--- src/rtl/csa_pkg.sv ---
// Shared types and constants for the CSA block-decipher core.
// Round count, byte/block types, FSM states and the bit permutation map.
package csa_pkg;

    localparam int ROUNDS = 56;

    typedef logic [7:0] byte_t;
    typedef byte_t [7:0] blk_t;

    typedef enum logic [1:0] {
        IDLE = 2'd0,
        RUN  = 2'd1,
        DONE = 2'd2
    } state_t;

    // PERM[i] is the output bit position that input bit i moves to
    localparam logic [2:0] PERM [8] = '{
        3'd1, 3'd7, 3'd5, 3'd4, 3'd2, 3'd6, 3'd0, 3'd3
    };

endpackage

--- src/rtl/block_sbox.sv ---
// CSA block-cipher S-box: combinational 8-bit table lookup.
module block_sbox (
    input  logic [7:0] x,
    output logic [7:0] y
);

    localparam logic [7:0] SBOX [256] = '{
        8'h3a,8'hea,8'h68,8'hfe,8'h33,8'he9,8'h88,8'h1a,
        8'h83,8'hcf,8'he1,8'h7f,8'hba,8'he2,8'h38,8'h12,
        8'he8,8'h27,8'h61,8'h95,8'h0c,8'h36,8'he5,8'h70,
        8'ha2,8'h06,8'h82,8'h7c,8'h17,8'ha3,8'h26,8'h49,
        8'hbe,8'h7a,8'h6d,8'h47,8'hc1,8'h51,8'h8f,8'hf3,
        8'hcc,8'h5b,8'h67,8'hbd,8'hcd,8'h18,8'h08,8'hc9,
        8'hff,8'h69,8'hef,8'h03,8'h4e,8'h48,8'h4a,8'h84,
        8'h3f,8'hb4,8'h10,8'h04,8'hdc,8'hf5,8'h5c,8'hc6,
        8'h16,8'hab,8'hac,8'h4c,8'hf1,8'h6a,8'h2f,8'h3c,
        8'h3b,8'hd4,8'hd5,8'h94,8'hd0,8'hc4,8'h63,8'h62,
        8'h71,8'ha1,8'hf9,8'h4f,8'h2e,8'haa,8'hc5,8'h56,
        8'he3,8'h39,8'h93,8'hce,8'h65,8'h64,8'he4,8'h58,
        8'h6c,8'h19,8'h42,8'h79,8'hdd,8'hee,8'h96,8'hf6,
        8'h8a,8'hec,8'h1e,8'h85,8'h53,8'h45,8'hde,8'hbb,
        8'h7e,8'h0a,8'h9a,8'h13,8'h2a,8'h9d,8'hc2,8'h5e,
        8'h5a,8'h1f,8'h32,8'h35,8'h9c,8'ha8,8'h73,8'h30,
        8'h29,8'h3d,8'he7,8'h92,8'h87,8'h1b,8'h2b,8'h4b,
        8'ha5,8'h57,8'h97,8'h40,8'h15,8'he6,8'hbc,8'h0e,
        8'heb,8'hc3,8'h34,8'h2d,8'hb8,8'h44,8'h25,8'ha4,
        8'h1c,8'hc7,8'h23,8'hed,8'h90,8'h6e,8'h50,8'h00,
        8'h99,8'h9e,8'h4d,8'hd9,8'hda,8'h8d,8'h6f,8'h5f,
        8'h3e,8'hd7,8'h21,8'h74,8'h86,8'hdf,8'h6b,8'h05,
        8'h8e,8'h5d,8'h37,8'h11,8'hd2,8'h28,8'h75,8'hd6,
        8'ha7,8'h77,8'h24,8'hbf,8'hf0,8'hb0,8'h02,8'hb7,
        8'hf8,8'hfc,8'h81,8'h09,8'hb1,8'h01,8'h76,8'h91,
        8'h7d,8'h0f,8'hc8,8'ha0,8'hf2,8'hcb,8'h78,8'h60,
        8'hd1,8'hf7,8'he0,8'hb5,8'h98,8'h22,8'hb3,8'h20,
        8'h1d,8'ha6,8'hdb,8'h7b,8'h59,8'h9f,8'hae,8'h31,
        8'hfb,8'hd3,8'hb6,8'hca,8'h43,8'h72,8'h07,8'hf4,
        8'hd8,8'h41,8'h14,8'h55,8'h0d,8'h54,8'h8b,8'hb9,
        8'had,8'h46,8'h0b,8'haf,8'h80,8'h52,8'h2c,8'hfa,
        8'h8c,8'h89,8'h66,8'hfd,8'hb2,8'ha9,8'h9b,8'hc0
    };

    assign y = SBOX[x];

endmodule

--- src/rtl/block_decypher_core.sv ---
// Iterative CSA block decipher: 56 rounds over an 8-byte state.
// Define BLOCK_DECYPHER_UNROLL2_EN to run two rounds per clock.
module block_decypher_core
    import csa_pkg::*;
(
    input  logic                  clk,
    input  logic                  rst,
    input  logic [8*ROUNDS-1:0]   kk,
    input  logic [63:0]           in_block,
    input  logic                  in_valid,
    output logic                  in_ready,
    output logic [63:0]           out_block,
    output logic                  out_valid,
    input  logic                  out_ready
);

    state_t                  state_q;
    state_t                  state_d;
    blk_t                    w_q;
    byte_t [ROUNDS-1:0]      k_q;
    logic [5:0]              rnd_q;
    logic                    accept;
    logic                    last;
    blk_t                    w_nx;

    function automatic byte_t perm(byte_t s);
        byte_t p;
        p = '0;
        for (int b = 0; b < 8; b++) begin
            p[PERM[b]] = s[3'(b)];
        end
        return p;
    endfunction

    function automatic blk_t step(blk_t w, byte_t s);
        blk_t  n;
        byte_t l;
        l    = w[7] ^ s;
        n[7] = w[6];
        n[6] = w[5] ^ perm(s);
        n[5] = w[4];
        n[4] = w[3] ^ l;
        n[3] = w[2] ^ l;
        n[2] = w[1] ^ l;
        n[1] = w[0];
        n[0] = l;
        return n;
    endfunction

    byte_t x0;
    byte_t s0;
    blk_t  w1;

    assign x0 = k_q[rnd_q] ^ w_q[6];

    block_sbox u_sbox0 (
        .x (x0),
        .y (s0)
    );

    assign w1 = step(w_q, s0);

`ifdef BLOCK_DECYPHER_UNROLL2_EN
    localparam logic [5:0] STEP = 6'd2;

    byte_t x1;
    byte_t s1;

    // second round uses key byte rnd-1; rnd is always odd here
    assign x1 = k_q[rnd_q - 6'd1] ^ w1[6];

    block_sbox u_sbox1 (
        .x (x1),
        .y (s1)
    );

    assign w_nx = step(w1, s1);
    assign last = (rnd_q == 6'd1);
`else
    localparam logic [5:0] STEP = 6'd1;

    assign w_nx = w1;
    assign last = (rnd_q == 6'd0);
`endif

    assign accept = (state_q == IDLE) && in_valid;

    always_ff @(posedge clk or posedge rst) begin
        if (rst) begin
            state_q <= IDLE;
        end else begin
            state_q <= state_d;
        end
    end

    always_comb begin
        state_d = state_q;
        unique case (state_q)
            IDLE:    if (in_valid)  state_d = RUN;
            RUN:     if (last)      state_d = DONE;
            DONE:    if (out_ready) state_d = IDLE;
            default:                state_d = IDLE;
        endcase
    end

    always_comb begin
        in_ready  = (state_q == IDLE) && !rst;
        out_valid = (state_q == DONE);
        out_block = out_valid ? w_q : 64'h0;
    end

    always_ff @(posedge clk or posedge rst) begin
        if (rst) begin
            w_q   <= '0;
            k_q   <= '0;
            rnd_q <= '0;
        end else if (accept) begin
            w_q   <= in_block;
            k_q   <= kk;
            rnd_q <= 6'(ROUNDS - 1);
        end else if (state_q == RUN) begin
            w_q <= w_nx;
            // counter parks at its final value instead of wrapping
            if (!last) begin
                rnd_q <= rnd_q - STEP;
            end
        end
    end

endmodule

--- config.mk ---
export PLATFORM = sky130hd
export DESIGN_NAME = block_decypher_core
export DESIGN_NICKNAME = d
export VERILOG_FILES = /design/src/rtl/csa_pkg.sv /design/src/rtl/block_sbox.sv /design/src/rtl/block_decypher_core.sv
export SDC_FILE = /design/constraint.sdc
export NUM_CORES = 2
export LEC_CHECK = 0
export ABC_CLOCK_PERIOD_IN_PS = 39900
export BUFFER_PORTS_ARGS = -buffer_cell sky130_fd_sc_hd__buf_2
export CORE_MARGIN = 5
export CORE_UTILIZATION = 60
export DETAILED_ROUTE_END_ITERATION = 8
export GPL_TIMING_DRIVEN = 0
export PLACE_DENSITY = 0.88
export RECOVER_POWER = 100
export SLEW_MARGIN = 20
export SYNTH_ARGS = -nofsm -noshare
export SYNTH_HDL_FRONTEND = slang
export SYNTH_SLANG_ARGS = --single-unit
--- constraint.sdc ---
create_clock -name clk -period 39.9 [get_ports clk]
set_clock_uncertainty 0.15 [all_clocks]
set_input_delay 1.995 -clock clk [delete_from_list [all_inputs] [get_ports clk]]
set_output_delay 1.995 -clock clk [all_outputs]
set_load 0.01 [all_outputs]
After elaboration in Yosys (flattened, before gate mapping)
Memories as Yosys holds them, arrays and structs flattened.
Index checks and enable logic that the tools add are counted.
Word-level totals
  output and inout port bits: 66
  register bits after elaboration: 520
  memory bits (read-only): 2048
  memories kept: 1
  input port bits: 516
  word-level logic and storage cells: 105
Memory list
  (name not given): words 256, width 8, rd ports 1, clocked after memory_dff 0, write ports 0, line block_sbox.sv:42  | assign y = SBOX[x];
Cells by class
  mux-type cells: 14
  order comparisons: 2
  $add $sub $neg: 1
  eq/ne operators: 6
  reductions and logical operators: 8
  bitwise operators: 7
Operator list (number)
  $mux 64: 3
  $bmux 8 s6: 1
  $xor 8x8->8: 6
  $mux 8: 3
  $mux 6: 3
  $ge 9x9->1 const B: 1
  $not 8->9: 1
  $lt 6x7->1 const B: 1
  $logic_not 6->1: 1
  $mux 2: 3
  $ne 2x2->1 const B: 3
  $pmux 2 s3: 1
  $sub 6x1->6 const B: 1
  $reduce_and 3->1: 1
  $eq 2x1->1 const B: 1
  $eq 2x2->1 const B: 1
  $logic_and 1x1->1: 2
  $logic_not 2->1: 1
  $ne 2x1->1 const B: 1
  $reduce_and 2->1: 1
  $reduce_bool 2->1: 1
  $logic_not 1->1: 1

Longest topological paths before layout
  word-level depth: 11
  depth in mapped cells: 25
  depth with buffers taken out: 18

By module
Synthesis repeated with hierarchy kept, for this count alone.
Second synthesis, totals
  cell total of the unflattened synthesis: 3266
  area total of the unflattened synthesis: 28051.9 um^2
Modules (own cells, without submodules)
  block_decypher_core: instances 1, sequential area each 13012.5 um^2, area each 24807.5 um^2, cells each 2738
  block_sbox: instances 1, sequential area each 0.0 um^2, area each 3244.4 um^2, cells each 528

Worst setup path after synthesis
OpenSTA, ideal clock, no wires.
  path kind: reg2reg
  start point: reg rnd_q[0]
  end point: reg w_q (netlist bit w1[57])
  library setup time: 0.076 ns
  data required time: 39.674 ns
  stages on the path, launching flop included: 21
  setup slack: 35.109 ns
  path buffers: 6
  arrival time: 4.565 ns
  cells stage by stage: dfrtp_1 buf_6 buf_12 mux4_2 a22o_1 a31oi_1 nand3_1 a211o_2 inv_2 buf_2 buf_1 ha_1 clkbuf_1 clkbuf_1 o31ai_1 a2111oi_0 nor4_1 a21oi_2 xor2_1 nor2_1 o21ai_1
On the way
  longest elaborated chain between the ends: 10
RTL lines
  start: declaration: line block_decypher_core.sv:21  | logic [5:0] rnd_q;
  start signal: assignment: line block_decypher_core.sv:120  | rnd_q <= 6'(ROUNDS - 1);
  start signal: assignment: line block_decypher_core.sv:125  | rnd_q <= rnd_q - STEP;
  $bmux 8 s6: line block_decypher_core.sv:54  | assign x0 = k_q[rnd_q] ^ w_q[6];
  $mux 8 (implied by the code): line block_decypher_core.sv:54
  $xor 8x8->8: line block_decypher_core.sv:54
  $not 8->9 (implied by the code): line block_sbox.sv:42
  $mem_v2 256x8
  $mux 8 (implied by the code) (2 in series): line block_sbox.sv:42
  $xor 8x8->8: line block_decypher_core.sv:40  | n[6] = w[5] ^ perm(s);
  $mux 64: line block_decypher_core.sv:121  | end else if (state_q == RUN) begin
  $mux 64: line block_decypher_core.sv:117  | end else if (accept) begin
  end signal: assignment: line block_decypher_core.sv:118  | w_q <= in_block;
  end signal: assignment: line block_decypher_core.sv:122  | w_q <= w_nx;
  end: declaration: line block_decypher_core.sv:19  | blk_t w_q;
No other way between the ends. The select of a mux whose other input is x is not followed.
A chain may end at the register's enable or synchronous reset.

==> results.md <==
* Die Ht at roughly 230 um
* Worst Hold Launch: k_q[246]
* CTS Hold Buffers Added at 0
* GP Congestion at about 1.1
* GRT overflow at 0
* Layout cells sized above 1 at 21.1%
* Vias in the first global route at 31890
* Critical Path RT at just under 40 ns
* Total core area at 47500 sq um
* Fin util at between 70% and 80%
* Post-Synth XOR/XNOR Area at around 2.1%
* Die area at 52400 sq um
* Largest family of logic cells by synthesized area: simple AND/OR/NAND/NOR gates
* CP Launch Type: input port
* Post-synth top flop: dfrtp_1
* Final number of setup-violating endpoints at 0
* Hold Crit Class: reg -> reg
* Net Count, Synth at around 3900
* Avg WL per Cell at ~30 um
* Synth Area in Compound Gates at around 11%
* YS warnings at 0
* Post-synthesis cell count at roughly 3400
* Reg-to-reg startpoint: rnd_q[2]
* Time the worst path needs with I/O delays and setup at 15.56 ns
* Vias/cell at between 6 and 7
* Tcrit/Tclk final at between 30% and 40%
* Number of synthesized flops with an enable pin at 0
* Die X at between 200 and 250 um
* Simple-Gate Fraction of Synth Area at about a quarter
* Area Overhead vs Synth at 18.7%
* Max Cap Viol at 6
* Seq/Total Area, Yosys at between 40% and 50%
* Placed Cells at around 4600
* Hold endpoint: k_q[246]
* Final worst-path setup slack at between 20 and 25 ns
* Count of final max-slew check failures at about 530
* RSZ-0062 raised after global routing: false
* Worst skew pair latency at roughly 0.66 ns
* DRT Pass-1 Iters at 7
* Synthesized flop and latch total at 520
* Hold path depth at 2
* Status: complete, but fails checks
* Mux cell area share after synthesis at ~10%
* Final nets at 4528
* Crit path max fanout at between 100 and 150
* CTS tree: done
* Clk sink count at 520
* Worst EP arrival at 15.17 ns
* Number of placement rows at 80
* Pre-CTS setup slack at 32.50 ns
* Largest net degree at the start of global routing at about 110
* Initial DRC Count at 4912
* Worst Tran Pin Value at roughly 5.5 ns
* Root buf cell: clkbuf_16
* Yosys cell types at about 100
* Post-route ant nets at 0
* Post-CTS Setup Inserts at 0
* Final wirelength at about 140 mm
* Hold Vio Cnt, Final at 0
* Num CTS Buffers at between 50 and 60
* Post-Syn Area per Cell at 8.56 sq um
* Achievable Freq at between 0.06 and 0.07 GHz
* Setup tns final at 0 ns
* Io pins at 582
* Starting Density at 60.4%
* Drt drc at 0
* R2r worst-path depth at 21
* Final HPWL DP at 101 mm
* Synth Cell Area at roughly 29000 sq um
* CP endpoint kind: asynchronous set/reset pin
* First-pass GRT wire length at around 200 mm
* Clk slew on worst S/H paths at about 0.06 ns
* Adder-Cell Fraction of Synth Area at less than 1%
* FILL cells at 3310
* GRT Util Overall at 51.6%
* Worst reg2reg setup slack at roughly 30 ns
* Routed vias at ~32000
* FF-to-FF End: w_q[26]
* Input/output buffers at ~580
* Clk buf depth at 3
* Type of the worst setup path: in -> async
* Post-Layout Cell Count at roughly 4700
* Post-synth ARST share at between 90% and 100%
* Slew headroom at -267%
* H-tree levels at 2
* Post-CTS Resized at 0
* Failing checks: capacitance limit, slew limit
* Initial antenna violation count at 19
-- flip-flops by register name (all words and copies together), names as in the netlist --
signal	cells
k_q	448
w_q	40
w1	24
rnd_q	6
state_q	2
-- stage by stage --
stage | instance area (sq um) | hold slack (ns)
3_3_place_gp | 32400 | 0.302
3_5_place_dp | 32600 | 0.307
2_1_floorplan | 28700 | 0.287
5_1_grt | 34100 | 0.338
4_1_cts | 34300 | 0.321
6_report | 34100 | 0.320
-- synth_stat cells, types with 11 or more instances --
master | instances | share of area [%]
nand2_1 | 1507 | 20
dfrtp_1 | 520 | 45
clkbuf_1 | 144 | 1.9
nor2_1 | 138 | 1.8
a21oi_1 | 100 | 1.7
mux2i_1 | 97 | 3.4
and2_1 | 73 | 1.6
mux4_2 | 72 | 5.6
o21ai_0 | 64 | 1.1
xnor2_1 | 37 | 1.1
a31oi_1 | 36 | 0.78
buf_2 | 33 | 0.57
a22oi_1 | 32 | 0.84
nor3_1 | 30 | 0.52
nand3_1 | 29 | 0.51
buf_4 | 25 | 0.65
o211ai_1 | 25 | 0.65
buf_6 | 22 | 0.86
o21ai_1 | 22 | 0.38
xor2_1 | 19 | 0.58
buf_1 | 17 | 0.22
a211oi_1 | 14 | 0.37
nor2b_1 | 14 | 0.30
a221oi_1 | 13 | 0.40
ha_1 | 13 | 0.57
inv_1 | 12 | 0.16
nand4_1 | 12 | 0.26
a311oi_1 | 11 | 0.34
mux2_2 | 11 | 0.43
-- cell type report --
cell class	count	area [sq um]	share of cell area, %
Inverter	14	53.8	0.158
Sequential cell	520	13000	38.1
Clock buffer	81	1580	4.64
Timing Repair Buffer	587	2910	8.52
Tap cell	615	769	2.26
Multi-Input combinational cell	2573	14200	41.6
Buffer	251	1360	4.00
Clock inverter	11	183	0.535
Antenna cell	15	37.5	0.110
-- cell families (layout without fill, tap and decap cells) --
group                      count (synthesis)  count (layout)
muxes                                    187             187
and+or+nand+nor                         1869            1869
other                                      0              15
xor gates and xnor gates                  62              62
buffers and inverters                    265             944
adders and majority gates                 13              13
AOI/OAI and AO/OA                        442             442
DFF                                      520             520
-- cell usage in the layout, fill, tap and decap left out, drive strengths merged, types with 9 or more instances in the layout --
cell type / synthesis / final
mux2: 14 / 14
nand4: 12 / 12
nor2b: 14 / 14
o21ai: 87 / 87
a2111oi: 9 / 9
o221ai: 10 / 10
diode: 0 / 15
a22oi: 34 / 34
nand2: 1512 / 1512
ha: 13 / 13
a311oi: 13 / 13
and2: 73 / 73
a211oi: 14 / 14
mux2i: 100 / 100
a21o: 10 / 10
nor2: 145 / 145
xnor2: 39 / 39
nand3: 31 / 31
xor2: 20 / 20
nand2b: 9 / 9
nor3: 33 / 33
dfrtp: 520 / 520
o211ai: 26 / 26
buf: 106 / 657
inv: 13 / 12
a221oi: 14 / 14
and3: 11 / 11
a31oi: 36 / 36
mux4: 73 / 73
a21oi: 105 / 105
clkbuf: 145 / 262
-- worst max path at each step --
stage	endpoint	slack (ns)	startpoint
after global routing	k_q[169]	21.61	rst
after global placement	k_q[135]	18.11	rst
after detailed placement	w1[42]	32.50	rnd_q[1]
final	k_q[132]	24.34	rst
after CTS	w_q[26]	32.43	rnd_q[2]
after floorplan	k_q[0]	23.23	rst
-- critical path: stages --
cell	delay, ns
clkbuf_1	0.11
clkinvlp_2	2.39
clkbuf_1	3.96
clkbuf_1	3.33
clkbuf_1	3.19
-- per-layer routing --
layer,part of all wire (%),global-route usage [%],vias to the layer above
li1,-,-,12515
met1,32,59.2,14890
met2,42,76.5,3199
met3,15,19.9,1035
met4,11,42.8,10
met5,0.047,0,-
Power is not shown: default switching activity piles up to over one toggle a cycle in this logic, so the estimate is an artifact.
